$ cat config.mk
export PLATFORM = sky130hd
export DESIGN_NAME = rs232_des
export DESIGN_NICKNAME = d
export VERILOG_FILES = /design/src/rtl/rs232_pkg.sv /design/src/rtl/rs232_sync.sv /design/src/rtl/rs232_des.sv
export SDC_FILE = /design/constraint.sdc
export NUM_CORES = 1
export LEC_CHECK = 0
export CORE_MARGIN = 1
export CORE_UTILIZATION = 47
export CTS_CLUSTER_SIZE = 28
export DETAILED_ROUTE_END_ITERATION = 12
export MAX_ROUTING_LAYER = met4
export PLACE_DENSITY = 0.66
export SLEW_MARGIN = 15
export SYNTH_ARGS = -nofsm -noshare
export SYNTH_HDL_FRONTEND = slang
export SYNTH_SLANG_ARGS = --single-unit
$ cat constraint.sdc
create_clock -name clk -period 2.38 [get_ports clk]
set_input_delay 0.238 -clock clk [delete_from_list [all_inputs] [get_ports clk]]
set_output_delay 0.238 -clock clk [all_outputs]
set_load 0.02 [all_outputs]
$ cat src/rtl/rs232_pkg.sv
// Shared RS-232 definitions: receiver FSM encoding, line levels, width helper.
package rs232_pkg;

   typedef enum logic [1:0] {
      S_IDLE  = 2'd0,
      S_START = 2'd1,
      S_DATA  = 2'd2,
      S_STOP  = 2'd3
   } state_t;

   // Team line polarity: idle low, start high, stop low.
   localparam logic LINE_IDLE  = 1'b0;
   localparam logic LINE_START = 1'b1;
   localparam logic LINE_STOP  = 1'b0;

   // Number of bits needed to hold the value itself (minimum 1).
   function automatic int unsigned clogb2(input int unsigned value);
      int unsigned v;
      int unsigned w;
      v = value;
      w = 0;
      while (v > 0) begin
         w = w + 1;
         v = v >> 1;
      end
      if (w == 0) begin
         w = 1;
      end
      return w;
   endfunction

endpackage

$ cat src/rtl/rs232_sync.sv
// Two-flop synchronizer for a single asynchronous line; resets to the idle level.
module rs232_sync
   import rs232_pkg::*;
(
   input  logic clk,
   input  logic rst_n,
   input  logic d,
   output logic q
);

   logic meta;

   always_ff @(posedge clk) begin
      if (!rst_n) begin
         meta <= LINE_IDLE;
         q    <= LINE_IDLE;
      end else begin
         meta <= d;
         q    <= meta;
      end
   end

endmodule

$ cat src/rtl/rs232_des.sv
// RS-232 byte deserializer with req/ack handoff, framing and overrun pulses.
// Define RS232_DES_MAJORITY_EN for a 2-of-3 vote around every sample point.
module rs232_des
   import rs232_pkg::*;
#(
   parameter int unsigned P_CLK_FREQ_HZ = 100000000,
   parameter int unsigned P_BAUD_RATE   = 9600
) (
   input  logic       clk,
   input  logic       rst_n,
   input  logic       rx,
   output logic [7:0] rx_data,
   output logic       rx_req,
   input  logic       rx_ack,
   output logic       frm_err,
   output logic       ovr_err
);

   localparam int unsigned BIT_CNT  = P_CLK_FREQ_HZ / P_BAUD_RATE;
   localparam int unsigned HALF_CNT = BIT_CNT / 2;
   localparam int unsigned CNT_W    = clogb2(BIT_CNT);
`ifdef RS232_DES_MAJORITY_EN
   localparam int unsigned SMP_LAG  = 1;
`else
   localparam int unsigned SMP_LAG  = 0;
`endif
   // cnt counts from 0, so the k-th cycle of a bit is cnt == k-1.
   localparam logic [CNT_W-1:0] START_TGT  = CNT_W'(HALF_CNT - 1);
   localparam logic [CNT_W-1:0] BIT_TGT    = CNT_W'(BIT_CNT - 1);
   // Decision lands SMP_LAG cycles late; reload keeps the bit period exact.
   localparam logic [CNT_W-1:0] CNT_RELOAD = CNT_W'(SMP_LAG);

   state_t           state, state_next;
   logic [CNT_W-1:0] cnt, cnt_next;
   logic [2:0]       bit_idx, bit_idx_next;
   logic [7:0]       shreg, shreg_next;
   logic [7:0]       rx_data_next;
   logic             rx_req_next;
   logic             frm_err_next;
   logic             ovr_err_next;
   logic             rx_s;
   logic [CNT_W-1:0] target;
   logic             smp_point;
   logic             smp_val;
   logic             stop_done;
   logic             stop_bit;
   logic             frame_ok;

   rs232_sync u_sync (
      .clk   (clk),
      .rst_n (rst_n),
      .d     (rx),
      .q     (rx_s)
   );

   assign target = (state == S_START) ? START_TGT : BIT_TGT;

`ifdef RS232_DES_MAJORITY_EN
   logic [1:0] vote, vote_next;

   assign smp_point = (cnt == target + CNT_W'(1));
   assign smp_val   = (vote[0] & vote[1]) | (vote[0] & rx_s) | (vote[1] & rx_s);

   // Capture the two samples preceding the decision cycle.
   always_comb begin
      vote_next = vote;
      if (cnt == target - CNT_W'(1)) begin
         vote_next[0] = rx_s;
      end
      if (cnt == target) begin
         vote_next[1] = rx_s;
      end
   end

   always_ff @(posedge clk) begin
      if (!rst_n) begin
         vote <= 2'b00;
      end else begin
         vote <= vote_next;
      end
   end
`else
   assign smp_point = (cnt == target);
   assign smp_val   = rx_s;
`endif

   // Next-state, datapath and handoff decisions.
   always_comb begin
      state_next   = state;
      cnt_next     = cnt;
      bit_idx_next = bit_idx;
      shreg_next   = shreg;
      stop_done    = 1'b0;
      stop_bit     = LINE_STOP;
      rx_data_next = rx_data;
      rx_req_next  = rx_req;
      frm_err_next = 1'b0;
      ovr_err_next = 1'b0;
      frame_ok     = 1'b0;

      case (state)
         S_IDLE: begin
            cnt_next     = '0;
            bit_idx_next = 3'd0;
            if (rx_s == LINE_START) begin
               state_next = S_START;
            end
         end
         S_START: begin
            if (smp_point) begin
               if (smp_val == LINE_START) begin
                  cnt_next   = CNT_RELOAD;
                  state_next = S_DATA;
               end else begin
                  cnt_next   = '0;
                  state_next = S_IDLE;
               end
            end else begin
               cnt_next = cnt + CNT_W'(1);
            end
         end
         S_DATA: begin
            if (smp_point) begin
               shreg_next   = {smp_val, shreg[7:1]};
               cnt_next     = CNT_RELOAD;
               bit_idx_next = bit_idx + 3'd1;
               if (bit_idx == 3'd7) begin
                  state_next = S_STOP;
               end
            end else begin
               cnt_next = cnt + CNT_W'(1);
            end
         end
         S_STOP: begin
            if (smp_point) begin
               stop_done  = 1'b1;
               stop_bit   = smp_val;
               cnt_next   = '0;
               state_next = S_IDLE;
            end else begin
               cnt_next = cnt + CNT_W'(1);
            end
         end
         default: begin
            cnt_next   = '0;
            state_next = S_IDLE;
         end
      endcase

      frame_ok     = stop_done && (stop_bit == LINE_STOP);
      frm_err_next = stop_done && (stop_bit != LINE_STOP);

      // An ack in the completion cycle frees the slot for the new byte.
      if (frame_ok) begin
         if (!rx_req || rx_ack) begin
            rx_data_next = shreg;
            rx_req_next  = 1'b1;
         end else begin
            ovr_err_next = 1'b1;
         end
      end else if (rx_req && rx_ack) begin
         rx_req_next = 1'b0;
      end
   end

   always_ff @(posedge clk) begin
      if (!rst_n) begin
         state   <= S_IDLE;
         cnt     <= '0;
         bit_idx <= 3'd0;
         shreg   <= 8'h00;
         rx_data <= 8'h00;
         rx_req  <= 1'b0;
         frm_err <= 1'b0;
         ovr_err <= 1'b0;
      end else begin
         state   <= state_next;
         cnt     <= cnt_next;
         bit_idx <= bit_idx_next;
         shreg   <= shreg_next;
         rx_data <= rx_data_next;
         rx_req  <= rx_req_next;
         frm_err <= frm_err_next;
         ovr_err <= ovr_err_next;
      end
   end

endmodule

== After elaboration in Yosys (flattened, before gate mapping) ==
Cells that the tools add are included.

* Add/subtract/negate cells: 2
* Reduce and logical (&&, ||, !) cells: 15
* Mux-type cells: 20
* Bitwise logic cells: 1
* Equal/unequal tests: 11

{| class="wikitable"
|+ Operators by type and width
! kind !! number
|-
| 14-bit two-way mux || 2
|-
| 14-bit case mux with 2 select lines || 1
|-
| 14-bit by 1-bit adder with 14-bit output, second input constant || 1
|-
| 14-bit equality test || 1
|-
| 2-bit two-way mux || 6
|-
| 2-bit AND reduction || 5
|-
| 1-bit two-way mux || 8
|-
| 2-bit != test, second input constant || 4
|-
| 2-bit case mux with 4 select lines || 1
|-
| 3-bit case mux with 2 select lines || 1
|-
| 5-bit AND reduction || 1
|-
| 2-bit equality test, second input constant || 2
|-
| 2-bit by 1-bit != test with 1-bit output, second input constant || 2
|-
| 2-bit nonzero test || 2
|-
| 3-bit by 1-bit adder with 3-bit output, second input constant || 1
|-
| 3-bit equality test, second input constant || 1
|-
| 1-bit logical AND || 3
|-
| 3-bit two-way mux || 1
|-
| 3-bit OR reduction || 1
|-
| 2-bit by 1-bit equality test with 1-bit output, second input constant || 1
|-
| 2-bit zero test || 1
|-
| 1-bit zero test || 1
|-
| 1-bit logical OR || 1
|-
| 1-bit NOT || 1
|}

* Logic and storage cells: 59
* Flip-flop bits (word level): 40
* Input port bits: 4

== Longest topological paths before layout ==
* Depth in word-level cells: 9
* Gate-level depth with buffers: 7
* Mapped depth without buffers: 6

== Cells and area by module ==
A second synthesis with hierarchy kept.

* Cell total of the unflattened synthesis: 189
* Area total of the unflattened synthesis: 1736.7 um^2

{| class="wikitable"
|+ Modules (own cells, without submodules)
! module !! times used !! cells an instance !! area an instance (um^2)
|-
| rs232_des || 1 || 185 || 1684.1
|-
| rs232_sync || 1 || 4 || 52.6
|}

== Least setup slack after synthesis ==
No wires, ideal clock.

* Path type: reg2reg
* Start point: register cnt[6]
* End point: register rx_data[7]
* Path buffers: 0
* Setup time: 0.128 ns
* Setup slack: 0.437 ns
* Required time: 2.252 ns
* Cell stages (with the launch flop): 6
* Data arrival time: 1.816 ns
* Cells stage by stage: dfxtp_1 -> nand4bb_1 -> or4_4 -> a211oi_4 -> mux2i_1 -> nor2_1

* Cells in the longest elaborated chain, start to end: 6

{| class="wikitable"
|+ Ends and longest elaborated chain
! what !! RTL line !! text
|-
| start, declared || rs232_des.sv:34 || <nowiki>logic [CNT_W-1:0] cnt, cnt_next;</nowiki>
|-
| start signal, assigned || rs232_des.sv:178 || <nowiki>cnt <= cnt_next;</nowiki>
|-
| 14-bit equality test (*) || rs232_des.sv:83 || <nowiki>assign smp_point = (cnt == target);</nowiki>
|-
| 1-bit two-way mux || rs232_des.sv:135 || <nowiki>if (smp_point) begin</nowiki>
|-
| 1-bit two-way mux || rs232_des.sv:101 || <nowiki>case (state)</nowiki>
|-
| 1-bit NOT || rs232_des.sv:150 || <nowiki>frame_ok = stop_done && (stop_bit == LINE_STOP);</nowiki>
|-
| 1-bit logical AND (*) || rs232_des.sv:150 ||
|-
| 2-bit AND reduction (no line) (*) || -- ||
|-
| end signal, assigned || rs232_des.sv:181 || <nowiki>rx_data <= rx_data_next;</nowiki>
|-
| end, declared || rs232_des.sv:12 || <nowiki>output logic [7:0] rx_data,</nowiki>
|}

Mark *: on every way between the ends. The rest lies on a longest branch, timed or not.
A chain may end at the register's enable or synchronous reset.

== Worst setup path after layout ==
* Start point: register state[0]
* End point: register ovr_err

* Cells in the longest elaborated chain, start to end: 8

{| class="wikitable"
|+ Ends and longest elaborated chain
! what !! RTL line !! text
|-
| start, declared || rs232_des.sv:33 || <nowiki>state_t state, state_next;</nowiki>
|-
| start signal, assigned || rs232_des.sv:177 || <nowiki>state <= state_next;</nowiki>
|-
| 2-bit by 1-bit equality test with 1-bit output || rs232_des.sv:56 || <nowiki>assign target = (state == S_START) ? START_TGT : BIT_TGT;</nowiki>
|-
| 14-bit two-way mux || rs232_des.sv:56 ||
|-
| 14-bit equality test || rs232_des.sv:83 ||
|-
| 1-bit two-way mux || rs232_des.sv:135 ||
|-
| 1-bit two-way mux || rs232_des.sv:101 ||
|-
| 1-bit NOT || rs232_des.sv:150 ||
|-
| 1-bit logical AND (*) || rs232_des.sv:150 ||
|-
| 2-bit AND reduction (no line) (*) || -- ||
|-
| end signal, assigned || rs232_des.sv:184 || <nowiki>ovr_err <= ovr_err_next;</nowiki>
|-
| end, declared || rs232_des.sv:16 || <nowiki>output logic ovr_err</nowiki>
|}

Marks and branches as above.

==> summary.md <==
| Metric | Value |
|---|---|
| Max-slew headroom | 59.1% |
| CP bufs+invs | 0 |
| Proportion of layout cells with a drive suffix above 1 | under 10% |
| # setup viols final | 0 |
| Drt drc | 0 |
| Iter 0 DRT Violations | 36 |
| ANT nets after route | 0 |
| Post-synth top area cell | dfxtp_1 |
| Clock Power Share | 33.9% |
| Clock-pin slew on the worst setup and hold paths | approximately 0.12 ns |
| Min-Delay Path Class | flip-flop to flip-flop |
| Hold Vio Cnt, Final | 0 |
| Post-place instance area | between 1500 and 2000 um^2 |
| Die Width | slightly above 60 um |
| Crit-path max cell delay | approximately 0.58 ns |
| Peak supply drop | between 0.0002 and 0.0003 V |
| Net switching power | 0.000232 W |
| Fill cells | roughly 340 |
| Final nets | approximately 200 |
| Antenna violations before repair | 0 |
| Clk_skew | about 0.0091 ns |
| DP Cell Count | ~230 |
| Num CTS Buffers | 5 |
| Largest fanout on the critical path | 11 |
| Antenna Cells | 0 |
| Hold Slack | 0.444 ns |
| RePlAce Congestion | roughly 0.8 |
| WL final | between 2000 and 3000 um |
| Post-cts sizing count | 0 |
| Synth top area cells | dfxtp_1, mux2i_1, nor2_1 |
| Worst reg2reg setup slack | between 0.2 and 0.3 ns |
| Multi-input logic area | 815 um^2 |
| Sequential Power Share | 64.1% |
| Chip Height | a little over 60 um |
| Storage element area | ~800 um^2 |
| Vias/cell | 5.24 |
| Half-perimeter wire length after placement | between 2000 and 2500 um |
| Mapped Cells | 176 |
| Core area | 3360 um^2 |
| Count leader, synth | dfxtp_1 |
| Worst Setup Path Type | flip-flop to flip-flop |
| Full die area | approximately 3800 um^2 |
| Slew Limit Fails | 0 |
| Register area share after synthesis | 48.3% |
| Worst setup margin | ~0.30 ns |
| Max stage delay cell, worst path | or4_4 |
| Area grow syn2layout | 15.0% |
| Post-CTS Hold Buffers | 0 |
| Unrepaired setup endpoints after global routing | false |
| Prevailing post-synth register cell | dfxtp_1 |
| Clock sink count | 40 |
| Fin crit share | between 80% and 90% |
| Port Buffers | 14 |
| Synth Area per Inst | roughly 9.4 um^2 |
| Root buffer cell | clkbuf_4 |
| Vias | around 1300 |
| Pre-CTS WS | between 0.3 and 0.4 ns |
| Combinational share of power | ~2% |
| CP Launch Type | flip-flop |
| Worst-skew pair later-pin latency | roughly 0.35 ns |
| Critical path cell sequence | nor2b_1, or4_4, a21oi_2, and2_1, nor4bb_1 |
| F_max | 480 MHz |
| Largest net degree at the start of global routing | 22 |
| P per Cell Area | ~550 nW/um^2 |
| Non-filler cells, final | ~240 |
| Initial Util | 49.3% |
| Worst hold path depth | 1 |
| Max cap viols | 0 |
| Routed len/inst | 12.3 um |
| Synth Register Bits | 40 |
| Grt ovf | 0 |
| Switching Share | 22.0% |
| Syn Nets | approximately 180 |
| Row count | 21 |
| Top cell type's share of synthesized area | around 48% |
| CP arrival | ~2.3 ns |
| Cell variety after synth | 33 |
| Power Internal | a little over 0.0008 W |
| Cell family with most CP delay | simple AND/OR/NAND/NOR gates |
| DRT Pass-1 Iters | 4 |
| Status | finished clean |
| IO Pins | 15 |
| Clock period minus worst slack | ~2.1 ns |
| Fin area | roughly 1900 um^2 |
| CP Depth | 5 |
| Clk buf depth | 2 |
| Vias in the first global route | 1131 |
| Crit end category | flip-flop |
| FFs w/ async S/R, synth | 0% |
| TNS Setup | 0 ns |
| Number of flops mapped to enable cells by yosys | 0 |
| Gr usage total | a little under a fifth |
| Area of the mapped netlist | 1660 um^2 |
| Synth cell count leaders | dfxtp_1, nor2_1, mux2i_1, nand3_1, nand2_1 |
| H-Tree Depth | 2 |
| First-pass GRT wire length | around 5000 um |
| Leak | between 0.6 and 0.7 nW |
| Ys Warns | 0 |
| CTS tree | done |
| Reg2Reg Depth | 5 |
| Post-CTS Setup Bufs | 0 |
| Slew @ Worst Pin | between 0.6 and 0.7 ns |
| Worst Path Required | 2.62 ns |
## worst paths after layout
kind                                             start             endpoint
worst max-delay path             state[0]$_SDFFE_PN0P_   ovr_err$_SDFF_PN0_
worst min-delay path            u_sync.meta$_SDFF_PN0_  u_sync.q$_SDFF_PN0_
worst max register to register   state[0]$_SDFFE_PN0P_   ovr_err$_SDFF_PN0_
worst min register to register  u_sync.meta$_SDFF_PN0_  u_sync.q$_SDFF_PN0_
## power by group through the flow
stage	combinational [W]	clock [W]	sequential [W]
2_1_floorplan	0.0000157	0	0.000689
3_3_place_gp	0.0000204	0	0.000691
3_5_place_dp	0.0000206	0	0.000691
4_1_cts	0.0000209	0.000372	0.000676
5_1_grt	0.0000230	0.000400	0.000677
6_report	0.0000206	0.000357	0.000676
## area by class of cell
type,instances,area share (%)
tap,46,3.02
clock buffer,6,2.69
multi-input combinational,125,42.7
timing repair buffer,17,8.52
sequential,40,42.0
inverter,3,0.590
clock inverter,2,0.525
## layer usage
layer  up-vias  track usage (%)  wire length, um
met1       590             24.3             1470
met3         7             5.67              104
li1        634                -                -
met5         -                -                0
met2        22             26.7             1300
met4         0             10.5               65
## metrics by stage
stage               total power (W)  utilization [%]
floorplan                  0.000704                -
global placement           0.000711             54.9
detailed placement         0.000711             54.9
CTS                         0.00107             56.7
global route                0.00110             56.7
finish                      0.00105             56.7
## cell usage in the layout (no fill, tap or decap), types with 2 or more instances in the layout
cell / netlist / layout
a211oi_1: 2 / 2
a31oi_1: 2 / 2
and2_1: 3 / 3
and4_1: 2 / 2
buf_4: 0 / 3
clkbuf_4: 0 / 5
clkdlybuf4s50_1: 0 / 14
clkinv_2: 0 / 2
dfxtp_1: 40 / 40
ha_1: 3 / 3
inv_1: 3 / 3
mux2i_1: 16 / 16
nand2_1: 9 / 9
nand2b_1: 3 / 3
nand3_1: 12 / 12
nand4_1: 5 / 5
nor2_1: 33 / 33
nor2b_1: 3 / 3
nor3_1: 3 / 3
o21ai_0: 2 / 2
or3_1: 3 / 3
xnor2_1: 5 / 5
xor2_1: 7 / 7
## kinds of logic after synthesis
kind of cell	count (synthesis)	synth area share, %
buffers and inverters	11	2.64
muxes	16	9.65
adders and majority gates	3	2.26
xor gates and xnor gates	12	6.33
DFF	40	48.3
AOI/OAI and AO/OA	11	5.28
and+or+nand+nor	83	25.6
## state kept, by name, summed over array words and instances, names as in the netlist, 3 cells and up, named ones only
register / flops
shreg: 8
bit_idx: 3
cnt: 14
rx_data: 8
Note: power is estimated with default switching activity, not from simulation.
